[config.mk]
export PLATFORM = sky130hd
export DESIGN_NAME = uart_rx
export DESIGN_NICKNAME = d
export VERILOG_FILES = /design/src/rtl/uart_rx.sv
export SDC_FILE = /design/constraint.sdc
export NUM_CORES = 1
export LEC_CHECK = 0
export BUFFER_PORTS_ARGS = -buffer_cell sky130_fd_sc_hd__buf_2
export CAP_MARGIN = 20
export CORE_MARGIN = 10
export CORE_UTILIZATION = 50
export DETAILED_ROUTE_END_ITERATION = 8
export GPL_TIMING_DRIVEN = 0
export PLACE_DENSITY = 0.79
export SLEW_MARGIN = 15
export SYNTH_ARGS = -nofsm -noshare
export SYNTH_HDL_FRONTEND = slang
export SYNTH_SLANG_ARGS = --single-unit
export TNS_END_PERCENT = 30
[constraint.sdc]
create_clock -name clk -period 2.7 [get_ports clk]
set_input_delay 0 -clock clk [delete_from_list [all_inputs] [get_ports clk]]
set_output_delay 0 -clock clk [all_outputs]
set_load 0.005 [all_outputs]
[src/rtl/uart_rx.sv]
// 8N1 UART receiver with a single-entry output buffer and valid/ready handshake.
// Samples each bit mid-period from a 2-FF synchronised copy of the line.
module uart_rx #(
  parameter int CLKS_PER_BIT = 104
) (
  input  logic       clk,
  input  logic       reset_n,
  input  logic       rx,
  output logic [7:0] data,
  output logic       valid,
  input  logic       ready,
  output logic       frame_err,
  output logic       overrun,
  output logic       busy
);

  localparam int CW = $clog2(CLKS_PER_BIT);
  localparam logic [CW-1:0] HALF_LAST = CW'(CLKS_PER_BIT / 2 - 1);
  localparam logic [CW-1:0] BIT_LAST  = CW'(CLKS_PER_BIT - 1);

  typedef enum logic [1:0] {IDLE, START, DATA, STOP} state_t;

  state_t          state, state_next;
  logic            rx_meta, rx_s;
  logic [CW-1:0]   clk_cnt, clk_cnt_next;
  logic [2:0]      bit_idx, bit_idx_next;
  logic [7:0]      shreg, shreg_next;
  logic            start_ok, start_ok_next;
  logic            deliver, stop_bad, accept;

  always_ff @(posedge clk or negedge reset_n) begin
    if (!reset_n) begin
      rx_meta <= 1'b1;
      rx_s    <= 1'b1;
    end else begin
      rx_meta <= rx;
      rx_s    <= rx_meta;
    end
  end

  always_ff @(posedge clk or negedge reset_n) begin
    if (!reset_n) begin
      state    <= IDLE;
      clk_cnt  <= '0;
      bit_idx  <= '0;
      shreg    <= '0;
      start_ok <= 1'b0;
    end else begin
      state    <= state_next;
      clk_cnt  <= clk_cnt_next;
      bit_idx  <= bit_idx_next;
      shreg    <= shreg_next;
      start_ok <= start_ok_next;
    end
  end

  // start_ok blocks a held-low (break) line from retriggering until it idles high
  always_comb begin
    state_next    = state;
    clk_cnt_next  = clk_cnt;
    bit_idx_next  = bit_idx;
    shreg_next    = shreg;
    start_ok_next = start_ok;
    deliver       = 1'b0;
    stop_bad      = 1'b0;
    case (state)
      IDLE: begin
        if (rx_s) begin
          start_ok_next = 1'b1;
        end else if (start_ok) begin
          clk_cnt_next  = '0;
          start_ok_next = 1'b0;
          state_next    = START;
        end
      end
      START: begin
        if (clk_cnt == HALF_LAST) begin
          if (rx_s) begin
            state_next = IDLE;
          end else begin
            clk_cnt_next = '0;
            bit_idx_next = '0;
            state_next   = DATA;
          end
        end else begin
          clk_cnt_next = clk_cnt + CW'(1);
        end
      end
      DATA: begin
        if (clk_cnt == BIT_LAST) begin
          shreg_next[bit_idx] = rx_s;
          clk_cnt_next        = '0;
          if (bit_idx == 3'd7) state_next = STOP;
          else bit_idx_next = bit_idx + 3'd1;
        end else begin
          clk_cnt_next = clk_cnt + CW'(1);
        end
      end
      STOP: begin
        if (clk_cnt == BIT_LAST) begin
          if (rx_s) deliver = 1'b1;
          else stop_bad = 1'b1;
          clk_cnt_next = '0;
          state_next   = IDLE;
        end else begin
          clk_cnt_next = clk_cnt + CW'(1);
        end
      end
      default: state_next = IDLE;
    endcase
  end

  assign accept = valid && ready;
  assign busy   = (state != IDLE);

  // A completed byte only lands if the buffer is empty or draining this cycle
  always_ff @(posedge clk or negedge reset_n) begin
    if (!reset_n) begin
      data      <= 8'h00;
      valid     <= 1'b0;
      frame_err <= 1'b0;
      overrun   <= 1'b0;
    end else begin
      frame_err <= stop_bad;
      if (deliver && (!valid || ready)) begin
        data  <= shreg;
        valid <= 1'b1;
      end else if (accept) begin
        valid <= 1'b0;
      end
      if (accept) overrun <= 1'b0;
      else if (deliver && valid) overrun <= 1'b1;
    end
  end

endmodule

# Word-level counts from Yosys, hierarchy flattened

Index checks and enable logic that the tools add are counted.

Register bits after elaboration: 34
Word-level logic and storage cells: 78
Input port bits: 4
Output and inout port bits: 12

Reductions and logical operators: 16
Eq/ne operators: 15
Add/subtract/negate cells: 2
Mux-type cells: 32
Order comparisons: 2

Operator list:

| kind                                                                   | count |
|---|---|
| 7-bit two-way mux                                                      | 5 |
| 7-bit one-hot mux with 3 select lines                                  | 1 |
| 2-bit inequality test (second input constant)                          | 8 |
| 2-bit two-way mux                                                      | 7 |
| 3-bit two-way mux                                                      | 4 |
| 1-bit two-way mux                                                      | 11 |
| 8-bit bitwise mux                                                      | 1 |
| 2-bit one-hot mux with 4 select lines                                  | 1 |
| 2-bit nonzero test                                                     | 4 |
| 7-bit by 1-bit adder with 7-bit output (second input constant)         | 1 |
| 7-bit by 6-bit equality test with 1-bit output (second input constant) | 1 |
| 7-bit equality test (second input constant)                            | 1 |
| 3-bit one-hot mux with 2 select lines                                  | 1 |
| 6-bit AND reduction                                                    | 1 |
| 5-bit AND reduction                                                    | 1 |
| 2-bit equality test (second input constant)                            | 2 |
| 1-bit logical AND                                                      | 4 |
| 3-bit by 4-bit < comparator with 1-bit output (second input constant)  | 1 |
| 3-bit by 1-bit adder with 3-bit output (second input constant)         | 1 |
| 1-bit demux with 3-bit select                                          | 1 |
| 3-bit equality test (second input constant)                            | 1 |
| 3-bit by 1-bit >= comparator with 1-bit output (second input constant) | 1 |
| 3-bit inequality test (second input constant)                          | 1 |
| 3-bit AND reduction                                                    | 1 |
| other kinds (6)                                                        | 6 |

# Longest topological paths before layout

Gate-level depths: netlist of run 1.

Depth after elaboration: 6
Mapped depth: 6
Depth with buffers taken out: 6

# Worst setup path after synthesis of run 1

OpenSTA, ideal clock, no wires.

Path kind: reg-to-reg
Start: register clk_cnt[0]
End: register (tool-made name)
Library setup time: 125 ps
Stages on the path, launching flop included: 6
Arrival time: 1610 ps
Slack: 965 ps
Buffers on the path: 0
Clock period less this slack: 1735 ps
Required time: 2575 ps
Cell sequence: dfrtp_1 -> ha_1 -> nor4b_2 -> a311oi_2 -> nor3_1 -> mux2_2

RTL lines:

| element                  | RTL line | RTL |
|---|---|---|
| start: declaration       | 25       | `logic [CW-1:0] clk_cnt, clk_cnt_next;` |
| start signal: assignment | 50       | `clk_cnt <= clk_cnt_next;` |

==> reports/qor.yml, run 1 <==
logic_synthesis:
  synthXorXnorAreaFrac_pct: 0.528
  async_flop_share_pct: 100
  synth_top_area_share_pct: 48.3
  syn_avg_cell_area_sq_um: 11.4
  ys_warn_count: 0
  synth_edf_count: 0
  syn_nets: 152
  synth_fa_ha_area_share_pct: 2.26
  synth_seq_cells: 34
  synth_area_leaders: "dfrtp_1, mux2_2, nand2_1"
  netlist.top_cell.by_area: "dfrtp_1"
  synth_top_family_by_area: "simple AND/OR/NAND/NOR gates"
  synthSimpleGateAreaFrac_pct: 19.2
  ys.flop_type: "dfrtp_1"
  synthMuxAreaShare_pct: 12.9
  synth_compound_area_share_pct: 11.4
  synth_cell_types: 41
  netlist_area_sq_um: 1660
  yosysSeqAreaShare_pct: 51.5
  netlist_instances: 145
cells_and_area:
  antenna_cells: 0
  nets: 177
  syn2layout_area_growth_pct: 16.1
  fill_cells: 250
  final_util_pct: 62.0
  layout-drive-gt1-share_pct: 33.3
floorplan:
  die_x_um: 77.6
  io_pins: 16
  dieArea_sq_um: 6020
  core_area_sq_um: 3100
  fp.dieH_um: 77.6
  start_util_pct: 53.4
  rows: 20
route:
  dr.pass1.iters: 4
  routed_via_density: 5.71
  drc: 0
  post_drt_wl_per_cell_um: 15.0
  routed-via-count: 1227
  ant_nets: 0
  wl_um: 3230
  initialDrtViolationCount: 51
min_path:
  hold_class: "primary input to async pin"
worst_setup_path:
  cp_max_fo: 9
  critPathCaptureType: "flip-flop"
  r2r-start: "clk_cnt[0]"
  crit_path_start_kind: "flip-flop"
  path_cells: "ha_1 > nor4b_2 > a311oi_2 > nor3_1 > mux2_2"
  crit_required_ps: 2950
  arrival_ps: 2200
  reg2regPathDepth: 5
  path_buf_inv: 0
  r2r_setup_slack_ps: 750
  slowest_delay_ps: 590
  critical_path.slowest_cell: "a311oi_2"
  critPathKind: "flip-flop to flip-flop"
  critPathTopFamily: "compound AO/OA/AOI/OAI gates"
grt:
  grt_pass1_wl_um: 5600
  grt_max_degree: 35
  grt-ovfl-total: 0
  grt_pass1_vias: 1240
  antenna_found_initial: 0
  grt_usage_pct: 11.3
sta:
  setup_viol: 0
  rsz0062_at_grt: "no"
  fin_setup_tns_ps: 0
  timing.final.ws_setup_ps: 748
  fin_skew_ps: 8.75
  finalCritPeriodShare_pct: 72.3
  hold_violations: 0
  fin_crit_ps: 1950
  max-slew-margin-rel_pct: 51.5
  tightestPinTransition_ps: 728
  slew_viol_final: 0
  fmax_ghz: 0.512
place:
  globalplace.congestion: 0.855
  dp_slack_ps: 784
  dp_hpwl_um: 2280
  port_buffers: 15
clocking:
  path_clk_slew_ps: 110
  root_buffer: "clkbuf_4"
  ctsResizeCount: 0
  hold_buffers: 3
  cts_inserted_buffers: 5
  cts_htree_levels: 2
  post_cts_buffers: 0
  cts_tree: "done"
  clockBufferDepth: 2
  cts_sinks: 34
  clk_latency_ps: 350
power_and_ir_drop:
  power_density_nw_per_um2: 751
  p_total_mw: 1.44
  p_leak_nw: 0.919
  ir_worst_vdd_uv: 605
job:
  cap_viol_max_count: 0
status:
  status: "complete, no violations"
==> Yosys cell counts (all sizes together) (4+ instances only) <==
library cell and count:
nand2 16, nor2 8, and2 4, mux2 19, dfrtp 32, o21ai 11
==> worst max-delay path by stage <==
stage                          start    endpoint  slack, ps  cells after the start
after floorplan           clk_cnt[0]   flip-flop        970                      5
after global placement    clk_cnt[0]   flip-flop        770                      5
after detailed placement  clk_cnt[0]   flip-flop        780                      5
after CTS                 clk_cnt[0]   flip-flop        730                      5
after global routing      clk_cnt[0]  clk_cnt[5]        600                      5
final                     clk_cnt[0]   flip-flop        750                      5
==> area by class of cell <==
class                   instances  area [sq um]  share of cell area (%)
flip-flops and latches         34           853                    44.3
multi-input cells             102           767                    39.9
well taps                      44          55.1                    2.86
repair buffers                 18           105                    5.46
clock inverters                 3          68.8                    3.58
inverters                       3          11.3                   0.585
plain buffers                   6          26.3                    1.37
clock buffers                   5          37.5                    1.95
==> where the power goes <==
group / internal, mW / switching [mW] / total (mW)
Combinational: 0.142 / 0.208 / 0.351
Clock: 0.290 / 0.183 / 0.472
Sequential: 0.563 / 0.0581 / 0.621
Total: 0.995 / 0.449 / 1.44
==> kinds of logic (layout without fill, tap and decap cells) <==
kind of cell,count (synthesis),in the layout
simple gates,54,54
flops,34,34
compound gates,25,25
mux,19,19
buf+inv,9,35
fa+ha+maj,3,3
xor+xnor,1,1
==> layer usage <==
metal,up-vias,track usage [%],share of wire [%]
met1,612,13.7,46
li1,574,-,-
met3,7,2.88,3.6
met5,-,0,0
met4,0,5.84,2.0
met2,34,18.1,48
==> registers in the layout, indices dropped and copies added (netlist names), named ones only <==
signal     count
start_ok       1
frame_err      1
bit_idx        3
clk_cnt        7
overrun        1
rx_s           1
data           8
shreg          8
valid          1
state          1
rx_meta        1
==> per-stage QoR <==
stage | cell area (sq um) | std cells | hold slack (ps)
global placement | 1790 | 204 | 90.9
detailed placement | 1790 | 204 | 98.6
global route | 1920 | 215 | 285
floorplan | 1660 | 145 | -296
finish | 1920 | 215 | 240
CTS | 1920 | 215 | 260
==> cells in the final DEF, fill, tap and decap left out, types with 2 or more instances in the layout <==
master and count:
nor2b_1 3, dfstp_2 2, nor2_1 7, nor3b_1 3, o211ai_1 2, o21ai_0 10
clkbuf_1 3, dlygate4sd3_1 3, dfrtp_1 32, inv_1 3, mux2_2 19, nand3_1 3
nand3b_1 2, a21oi_1 2, nor3_1 3, bufinv_16 2, ha_1 3, nand4_1 2
nand2_1 16, nand2b_1 2, and2_1 4, buf_2 18, clkbuf_4 5
(Power assumes the default switching activity.)
==> run 2: changes to the inputs <==
==> constraint.sdc (replaced) <==
create_clock -name clk -period 2 [get_ports clk]
set_input_delay 0 -clock clk [delete_from_list [all_inputs] [get_ports clk]]
set_output_delay 0 -clock clk [all_outputs]
set_load 0.005 [all_outputs]
==> run 2 against run 1 <==
Compared with the run above:
- maximum frequency rose by 1.9%
- die area unchanged
- sequential power up 36%
- sequential cell count stayed put
- clock-buffer cell count unchanged
- clock power is 35% higher
- cell area up 1.2%
- first-iteration DRC count down 9.8%
- wire length rose by 0.62%
- cell count is the same
- largest cell class unchanged
- highest routed layer unchanged
==> reports/qor.yml, run 2 (synthesized netlist as in run 1, its figures left out) <==
status:
  status: "complete, no violations"
power_and_ir_drop:
  ir_worst_vdd_uv: 827  # +37%
  p_leak_nw: 0.924  # +0.55%
  p_total_mw: 1.98  # +37%
  power_density_nw_per_um2: 1020  # +35%
clocking:
  cts_htree_levels: 2  # unchanged
  path_clk_slew_ps: 110  # about the same
  cts_sinks: 34  # unchanged
  cts_inserted_buffers: 5  # unchanged
  post_cts_buffers: 0  # unchanged
  root_buffer: "clkbuf_4"
  clockBufferDepth: 2  # unchanged
  cts_tree: "done"
  clk_latency_ps: 350  # about the same
cells_and_area:
  multi_input_area_sq_um: 791  # +3.1%
  final_common_cell: "dfrtp_1"
  nets: 177  # unchanged
  post-route-cell-area_sq_um: 1950  # +1.2%
  final_cell_mix: "dfrtp_1, mux2_2, buf_2"
  final_cells: 215  # unchanged
  layout-drive-gt1-share_pct: 33.9  # +0.58 points
  antenna_cells: 0  # unchanged
  fill_cells: 244  # -2.4%
  final_util_pct: 62.8  # +0.77 points
  seq_area_sq_um: 853  # unchanged
  syn2layout_area_growth_pct: 17.5
  reg_top3: "data: 8 flops, shreg: 8 flops, clk_cnt: 7 flops"
place:
  port_buffers: 15  # unchanged
  dp_hpwl_um: 2280  # unchanged
  dpl_cell_area_sq_um: 1790  # unchanged
  dp.cells: 204  # unchanged
  globalplace.congestion: 0.855  # unchanged
worst_setup_path:
  path_cells: "ha_1 > and2_1 > buf_2 > nand4_1 > nor3b_1 > mux2_2"
  critPathTopFamily: "simple AND/OR/NAND/NOR gates"
  slowest_delay_ps: 400  # -190 ps
  crit_required_ps: 2240  # -710 ps
  critPathCaptureType: "flip-flop"
  cp_max_fo: 6  # -3
  critPathKind: "flip-flop to flip-flop"
  critical_path.slowest_cell: "dfrtp_1"
  arrival_ps: 2160  # -40 ps
  crit_path_start_kind: "flip-flop"
  path_buf_inv: 1  # +1
sta:
  rsz0062_at_grt: "yes"
  tightestPinTransition_ps: 729  # +1.00 ps
  finalCritPeriodShare_pct: 95.8  # +24 points
  setup_viol: 0  # unchanged
  fin_skew_ps: 8.19  # -0.564 ps
  fmax_ghz: 0.522  # +1.9%
  hold_violations: 0  # unchanged
  max-slew-margin-rel_pct: 51.4  # -0.067 points
  fin_crit_ps: 1920  # -35.9 ps
  hold_slack_ps: 238  # -2.59 ps
  slew_viol_final: 0  # unchanged
grt:
  grt-ovfl-total: 0  # unchanged
  antenna_found_initial: 0  # unchanged
  grt_pass1_vias: 1240  # unchanged
  grt_max_degree: 35  # unchanged
  met1_usage_pct: 13.7  # unchanged
  grt-busiest-layer: "met2"
  grt_pass1_wl_um: 5600  # unchanged
  grt_usage_pct: 11.3  # unchanged
  grt_util_met2_pct: 18.1  # unchanged
  use_met3_pct: 2.88  # unchanged
floorplan:
  fp.dieH_um: 77.6  # unchanged
  io_pins: 16  # unchanged
  die_x_um: 77.6  # unchanged
  rows: 20  # unchanged
  start_util_pct: 53.4  # unchanged
  dieArea_sq_um: 6020  # unchanged
  core_area_sq_um: 3100  # unchanged
min_path:
  hold_class: "primary input to async pin"
route:
  post_drt_wl_per_cell_um: 15.1  # +0.62%
  drc: 0  # unchanged
  routed-via-count: 1201  # -2.1%
  dr.pass1.iters: 4  # unchanged
  routed_via_density: 5.59  # -2.1%
  initialDrtViolationCount: 46  # -9.8%
  ant_nets: 0  # unchanged
  wl_um: 3250  # +0.62%
job:
  cap_viol_max_count: 0  # unchanged
## run 2: cell counts in the layout (fill, tap and decap cells not counted)
Identical to the previous run, type by type.
## run 2: where the power goes
| group | switching, mW | internal (mW) | total (mW) |
|---|---|---|---|
| logic | 0.289 | 0.204 | 0.493 |
| clock network | 0.249 | 0.391 | 0.639 |
| registers | 0.0870 | 0.760 | 0.847 |
## run 2: path summary, 6_finish.rpt
| check | start | to | slack [ps] | cells past startpoint |
|---|---|---|---|---|
| worst min register to register | rx_meta | rx_s | 370 | 0 |
| worst max register to register | clk_cnt[0] | shreg[5] | 80 | 6 |
| worst min-delay path | reset_n | clk_cnt[3] | 240 | 2 |
| worst max-delay path | clk_cnt[0] | shreg[5] | 80 | 6 |
| min in group clk | rx | rx_meta | 300 | 2 |
| max in group asynchronous | reset_n | clk_cnt[4] | 1300 | 2 |
## run 2: worst register-to-register path, stage by stage (launching register included)
cell and delay (ps):
dfrtp_1 400, ha_1 230, and2_1 140, buf_2 170, nand4_1 220, nor3b_1 300
mux2_2 370
## run 2: layout make-up
type                            instances  area share, %
Clock buffer                            5           1.93
Buffer                                  6           1.35
Tap cell                               44           2.83
Inverter                                3          0.578
Clock inverter                          3           3.53
Sequential cell                        34           43.8
Multi-Input combinational cell        102           40.6
Timing Repair Buffer                   18           5.39
## run 2: metrics by stage
stage	setup TNS [ps]	setup WS, ps
after detailed placement	0	84.0
final	0	84.0
after floorplan	0	265
after global routing	-64.7	-37.6
after CTS	0	32.1
after global placement	0	74.3
## run 2: what timing repair did
| action | CTS | global route |
|---|---|---|
| hold buffers | 3 | 0 |
| endpoints found under the setup margin | 0 | 10 |
| resized for setup | 0 | 3 |
| hold endpoints to repair | 34 | 0 |
## run 2: routing by layer
metal | vias up | share of wire [%]
met5 | - | 0
met4 | 0 | 1.7
met3 | 5 | 3.6
met2 | 27 | 49
met1 | 594 | 46
li1 | 575 | -
